<file path="config.mk">
export PLATFORM = sky130hd
export DESIGN_NAME = btb_predictor
export DESIGN_NICKNAME = d
export VERILOG_FILES = /design/src/rtl/btb_predictor.sv
export SDC_FILE = /design/constraint.sdc
export NUM_CORES = 2
export LEC_CHECK = 0
export BUFFER_PORTS_ARGS = -buffer_cell sky130_fd_sc_hd__clkbuf_2
export CORE_MARGIN = 5
export CORE_UTILIZATION = 31
export CTS_BUF_LIST = sky130_fd_sc_hd__clkbuf_2 sky130_fd_sc_hd__clkbuf_4 sky130_fd_sc_hd__clkbuf_8
export DETAILED_ROUTE_END_ITERATION = 7
export SLEW_MARGIN = 0
export SYNTH_ARGS = -nofsm -noshare
export SYNTH_HDL_FRONTEND = slang
export SYNTH_SLANG_ARGS = --single-unit
</file>
<file path="constraint.sdc">
create_clock -name clk -period 5.9 [get_ports clk]
set_clock_uncertainty 0.2 [all_clocks]
set_input_delay 0.885 -clock clk [delete_from_list [all_inputs] [get_ports clk]]
set_output_delay 0.885 -clock clk [all_outputs]
set_load 0.005 [all_outputs]
</file>
<file path="src/rtl/btb_predictor.sv">
// btb_predictor: direct-mapped branch target buffer with 2-bit direction counters,
// EX-stage redirect generation and saturating performance counters.
module btb_predictor #(
  parameter int XLEN     = 32,
  parameter int ENTRIES  = 64,
  parameter int TAG_BITS = 10,
  parameter int CNT_W    = 32
) (
  input  logic             clk,
  input  logic             rst,
  input  logic             lookup_valid,
  input  logic [XLEN-1:0]  lookup_pc,
  output logic             pred_hit,
  output logic             pred_taken,
  output logic [XLEN-1:0]  pred_next_pc,
  input  logic             upd_valid,
  input  logic [XLEN-1:0]  upd_pc,
  input  logic             upd_is_jump,
  input  logic             upd_taken,
  input  logic [XLEN-1:0]  upd_target,
  input  logic             upd_pred_taken,
  input  logic [XLEN-1:0]  upd_pred_target,
  input  logic             flush,
  output logic             mispredict,
  output logic [XLEN-1:0]  redirect_pc,
  output logic [CNT_W-1:0] cnt_lookup,
  output logic [CNT_W-1:0] cnt_hit,
  output logic [CNT_W-1:0] cnt_mispredict
);
  localparam int IDX = $clog2(ENTRIES);

  logic [ENTRIES-1:0]  r_valid;
  logic [ENTRIES-1:0]  r_jmp;
  logic [TAG_BITS-1:0] r_tag [ENTRIES];
  logic [XLEN-1:0]     r_tgt [ENTRIES];
  logic [1:0]          r_ctr [ENTRIES];
  logic [CNT_W-1:0]    r_cnt_lookup, r_cnt_hit, r_cnt_mispredict;

  logic [IDX-1:0]      w_lidx, w_uidx;
  logic [TAG_BITS-1:0] w_ltag, w_utag;
  logic [1:0]          w_uc, w_ctr;
  logic [XLEN-1:0]     w_tgt;
  logic                w_uhit, w_we;

  assign w_lidx = lookup_pc[IDX+1:2];
  assign w_ltag = lookup_pc[IDX+1+TAG_BITS:IDX+2];
  assign w_uidx = upd_pc[IDX+1:2];
  assign w_utag = upd_pc[IDX+1+TAG_BITS:IDX+2];

  assign pred_hit     = r_valid[w_lidx] & (r_tag[w_lidx] == w_ltag);
  assign pred_taken   = pred_hit & (r_jmp[w_lidx] | r_ctr[w_lidx][1]);
  assign pred_next_pc = pred_taken ? r_tgt[w_lidx] : (lookup_pc & ~XLEN'(3)) + XLEN'(4);

  assign mispredict  = upd_valid & ((upd_taken != upd_pred_taken) |
                                    (upd_taken & (upd_target != upd_pred_target)));
  assign redirect_pc = upd_taken ? upd_target : (upd_pc & ~XLEN'(3)) + XLEN'(4);

  assign w_uhit = r_valid[w_uidx] & (r_tag[w_uidx] == w_utag);
  assign w_we   = upd_valid & ~flush & (w_uhit | upd_taken);
  assign w_uc   = r_ctr[w_uidx];

  // Allocation and jump hits both load {1, is_jump}: 11 for jumps, 10 for fresh branches.
  always_comb begin
    w_ctr = (~w_uhit | upd_is_jump) ? {1'b1, upd_is_jump} :
            upd_taken ? ((w_uc == 2'b11) ? 2'b11 : w_uc + 2'b01) :
                        ((w_uc == 2'b00) ? 2'b00 : w_uc - 2'b01);
    w_tgt = (upd_is_jump | upd_taken) ? upd_target : r_tgt[w_uidx];
  end

  always_ff @(posedge clk) begin
    if (w_we) begin
      r_tag[w_uidx] <= w_utag;
      r_tgt[w_uidx] <= w_tgt;
      r_ctr[w_uidx] <= w_ctr;
      r_jmp[w_uidx] <= upd_is_jump;
    end
  end

  always_ff @(posedge clk or posedge rst) begin
    if (rst) begin
      r_valid          <= '0;
      r_cnt_lookup     <= '0;
      r_cnt_hit        <= '0;
      r_cnt_mispredict <= '0;
    end else begin
      if (flush) r_valid <= '0;
      else if (w_we) r_valid[w_uidx] <= 1'b1;
      r_cnt_lookup     <= r_cnt_lookup + CNT_W'(lookup_valid & ~&r_cnt_lookup);
      r_cnt_hit        <= r_cnt_hit + CNT_W'(lookup_valid & pred_hit & ~&r_cnt_hit);
      r_cnt_mispredict <= r_cnt_mispredict + CNT_W'(mispredict & ~&r_cnt_mispredict);
    end
  end

  assign cnt_lookup     = r_cnt_lookup;
  assign cnt_hit        = r_cnt_hit;
  assign cnt_mispredict = r_cnt_mispredict;
endmodule

</file>
==> flow_summary.json <==
{
  "status": "finished with violations",
  "violations": "setup timing",
  "setup_viol": 18,
  "holdWs_ns": 0.0985,
  "max_stage_delay_ns": 0.57,
  "path_max_fanout": 7,
  "fin_crit_ns": 5.96,
  "pre_cts_slack_ns": -0.514,
  "p_total_w": 0.0446,
  "clk_latency_ns": 1.14,
  "fin_nets": 7452,
  "path_cells": "mux4_2, mux4_2, a22oi_2, buf_4, nand2_2, xor2_1, nor2_1, nand4b_1, nor4_4, and2_4, buf_12, buf_6, mux2_4, buf_6",
  "vias": 71400,
  "firstDrtPassIters": 6,
  "design.portCount": 299,
  "die_width_um": 646,
  "vias_per_cell": 5.44,
  "final.setup.worst_slack_ns": -0.0576,
  "startpoint_type": "register",
  "drc": 0,
  "crit_arrival_ns": 4.87,
  "antenna_found_initial": 45,
  "gr-max-usage-layer": "met2",
  "max-slew-margin-rel_pct": 16.2,
  "cts_root_buf": "clkbuf_8",
  "dp_hpwl_mm": 269,
  "drt-initial-drc-count": 9069,
  "met1_usage_pct": 23.7,
  "rsz0062_at_grt": "yes",
  "fmax_mhz": 168,
  "htree_levels": 5,
  "postSynthCellCount": 6166,
  "netlist_area_um2": 125000,
  "end_kind": "primary output",
  "synth_area_per_cell_um2": 20.3,
  "routed_wl_mm": 406,
  "fin_crit_sh_pct": 101,
  "drv_slew": 0,
  "wl_per_cell_um": 30.9,
  "cts-buffers-inserted": 463,
  "synth_cell_types": 76,
  "syn_to_final_growth_pct": 20.2,
  "ys_top_cells_by_area": "edfxtp_1 69%, mux4_2 17%, dfrtp_1 3.2%",
  "synth-seq-cells": 3040,
  "critPathSlowestCell": "mux4_2",
  "place_area_um2": 141000,
  "async_flop_share_pct": 5.26,
  "yosysSeqAreaShare_pct": 72.1,
  "ys.flop_type": "edfxtp_1",
  "die-area_um2": 417000,
  "yosys.area.top_type": "edfxtp_1",
  "cts_tree": "built",
  "grt_max_degree": 142,
  "tns_ns": -0.433,
  "p_leak_nw": 49.2,
  "synth_edf_count": 2880,
  "synth.top_cell.area_share_pct": 68.9,
  "stdcell_area_um2": 151000,
  "syn_nets": 6311,
  "start_util_pct": 31.1,
  "path_clk_slew_ns": 0.06,
  "met3_usage_pct": 4.56,
  "place_congestion": 0.962,
  "grt-ovfl-total": 0,
  "finalHoldViolations": 0,
  "final_layout_size_suffix_gt1_share_pct": 38.5,
  "yosysWarnings": 0,
  "numClockSinks": 3040,
  "pwr_density_cell_nw_per_um2": 295,
  "use_met2_pct": 30.2,
  "hold_path.class": "in2reg",
  "maxCapViolations": 0,
  "required_ns": 4.82,
  "drtAntennaViolNets": 0,
  "portBuffers": 294,
  "worst-setup-path-type": "reg2out",
  "rows": 233,
  "grt_pass1_wl_mm": 564,
  "tightest_slew_ns": 1.25,
  "grt_pass1_vias": 72500,
  "yosysMostFrequentCell": "edfxtp_1",
  "coreArea_um2": 403000,
  "ir_drop_v": 0.000161,
  "netlist_top_cells_count": "2880 x edfxtp_1, 931 x mux4_2, 183 x nand2_1",
  "clock_path_buffers": 4,
  "track_usage_pct": 18.9,
  "die_h_um": 646
}
[final cells by class]
class	count	area [µm²]
Inverter	65	256
Tap cell	5405	6760
Clock inverter	233	1590
Antenna cell	22	55.1
Clock buffer	612	7570
Timing Repair Buffer	1075	10300
Fill cell	36800	252000
Multi-Input combinational cell	2662	33800
Sequential cell	3040	90500
[worst max-delay path, delay by kind of cell, from the launching register on]
kind | cells | cell delay (ns)
muxes | 3 | 1.45
xor gates and xnor gates | 1 | 0.16
buffers and inverters | 4 | 0.61
AOI/OAI and AO/OA | 1 | 0.26
and+or+nand+nor | 5 | 0.87
DFF | 1 | 0.40
[report_power, final]
| part | internal, W | leakage [nW] | switching [W] | total (W) |
|---|---|---|---|---|
| logic | 0.00129 | 16.1 | 0.00209 | 0.00338 |
| registers | 0.0237 | 28.3 | 0.0000681 | 0.0238 |
| clock network | 0.00908 | 4.83 | 0.00834 | 0.0174 |
[layer usage]
metal	vias up	share of wire (%)
met5	-	0.032
met4	22	6.2
met3	971	9.6
met2	4109	47
met1	37900	37
li1	28400	-
[metrics by stage]
stage,cells,util [%]
after floorplan,6166,-
after global placement,12200,35.0
after detailed placement,12200,35.0
after CTS,13100,37.4
after global routing,13100,37.4
final,13100,37.4
[timing repair]
item / CTS / global route
gates resized for setup: 34 / 43
pin swaps: 5 / 13
buffers inserted: 7 / 5
endpoints found under the hold margin: 116 / 0
endpoints found under the setup margin: 29 / 32
hold buffers: 10 / 0
cloned: 3 / 2
[cell usage in the layout (no fill, tap or decap), drive strengths merged, types with 18 or more instances in the layout]
cell and count:
a22oi 85, o32ai 49, nand3 81, mux2 82, inv 81, a31oi 26, mux2i 156, edfxtp 2880
mux4 931, nand2 183, a221oi 46, diode 22, clkinv 191, nor2 129, a221o 19, clkbuf 895
and3 29, a211oi 24, xor2 73, a21oi 70, a22o 22, o22ai 48, buf 781, dfrtp 160
o21ai 75, nor3 157, xnor2 122, nor4 20, nor2b 19, nand4 33, and2 20, o2bb2ai 18
[cells by family after synthesis]
logic type | share of synthesized area, %
AO/OA/AOI/OAI | 3.21
adder cells (fa/ha/maj) | 0.106
flip-flops | 72.1
AND/OR/NAND/NOR | 2.86
XOR/XNOR | 1.36
multiplexers | 18.7
buffers and inverters | 1.64
[state kept, by name (all words and copies together), names as in the netlist]
name,count
r_ctr,128
cnt_mispredict,32
r_valid,64
cnt_hit,32
r_tag,640
r_tgt,2048
r_jmp,64
cnt_lookup,32
[worst paths after layout]
kind,from,end,slack [ns],depth (start not counted)
worst min register to register,cnt_lookup[23],cnt_lookup[23],0.29,1
worst min-delay path,upd_pc[17],r_tag[17][9],0.1,2
min in group asynchronous,rst,cnt_mispredict[8],0.23,3
worst max register to register,r_tag[14][1],r_tag[3][0],0.75,13
worst max-delay path,r_tag[26][7],pred_next_pc[3],-0.06,14
max in group asynchronous,rst,cnt_lookup[17],4.01,4
Power figures use the tool's default switching activity.
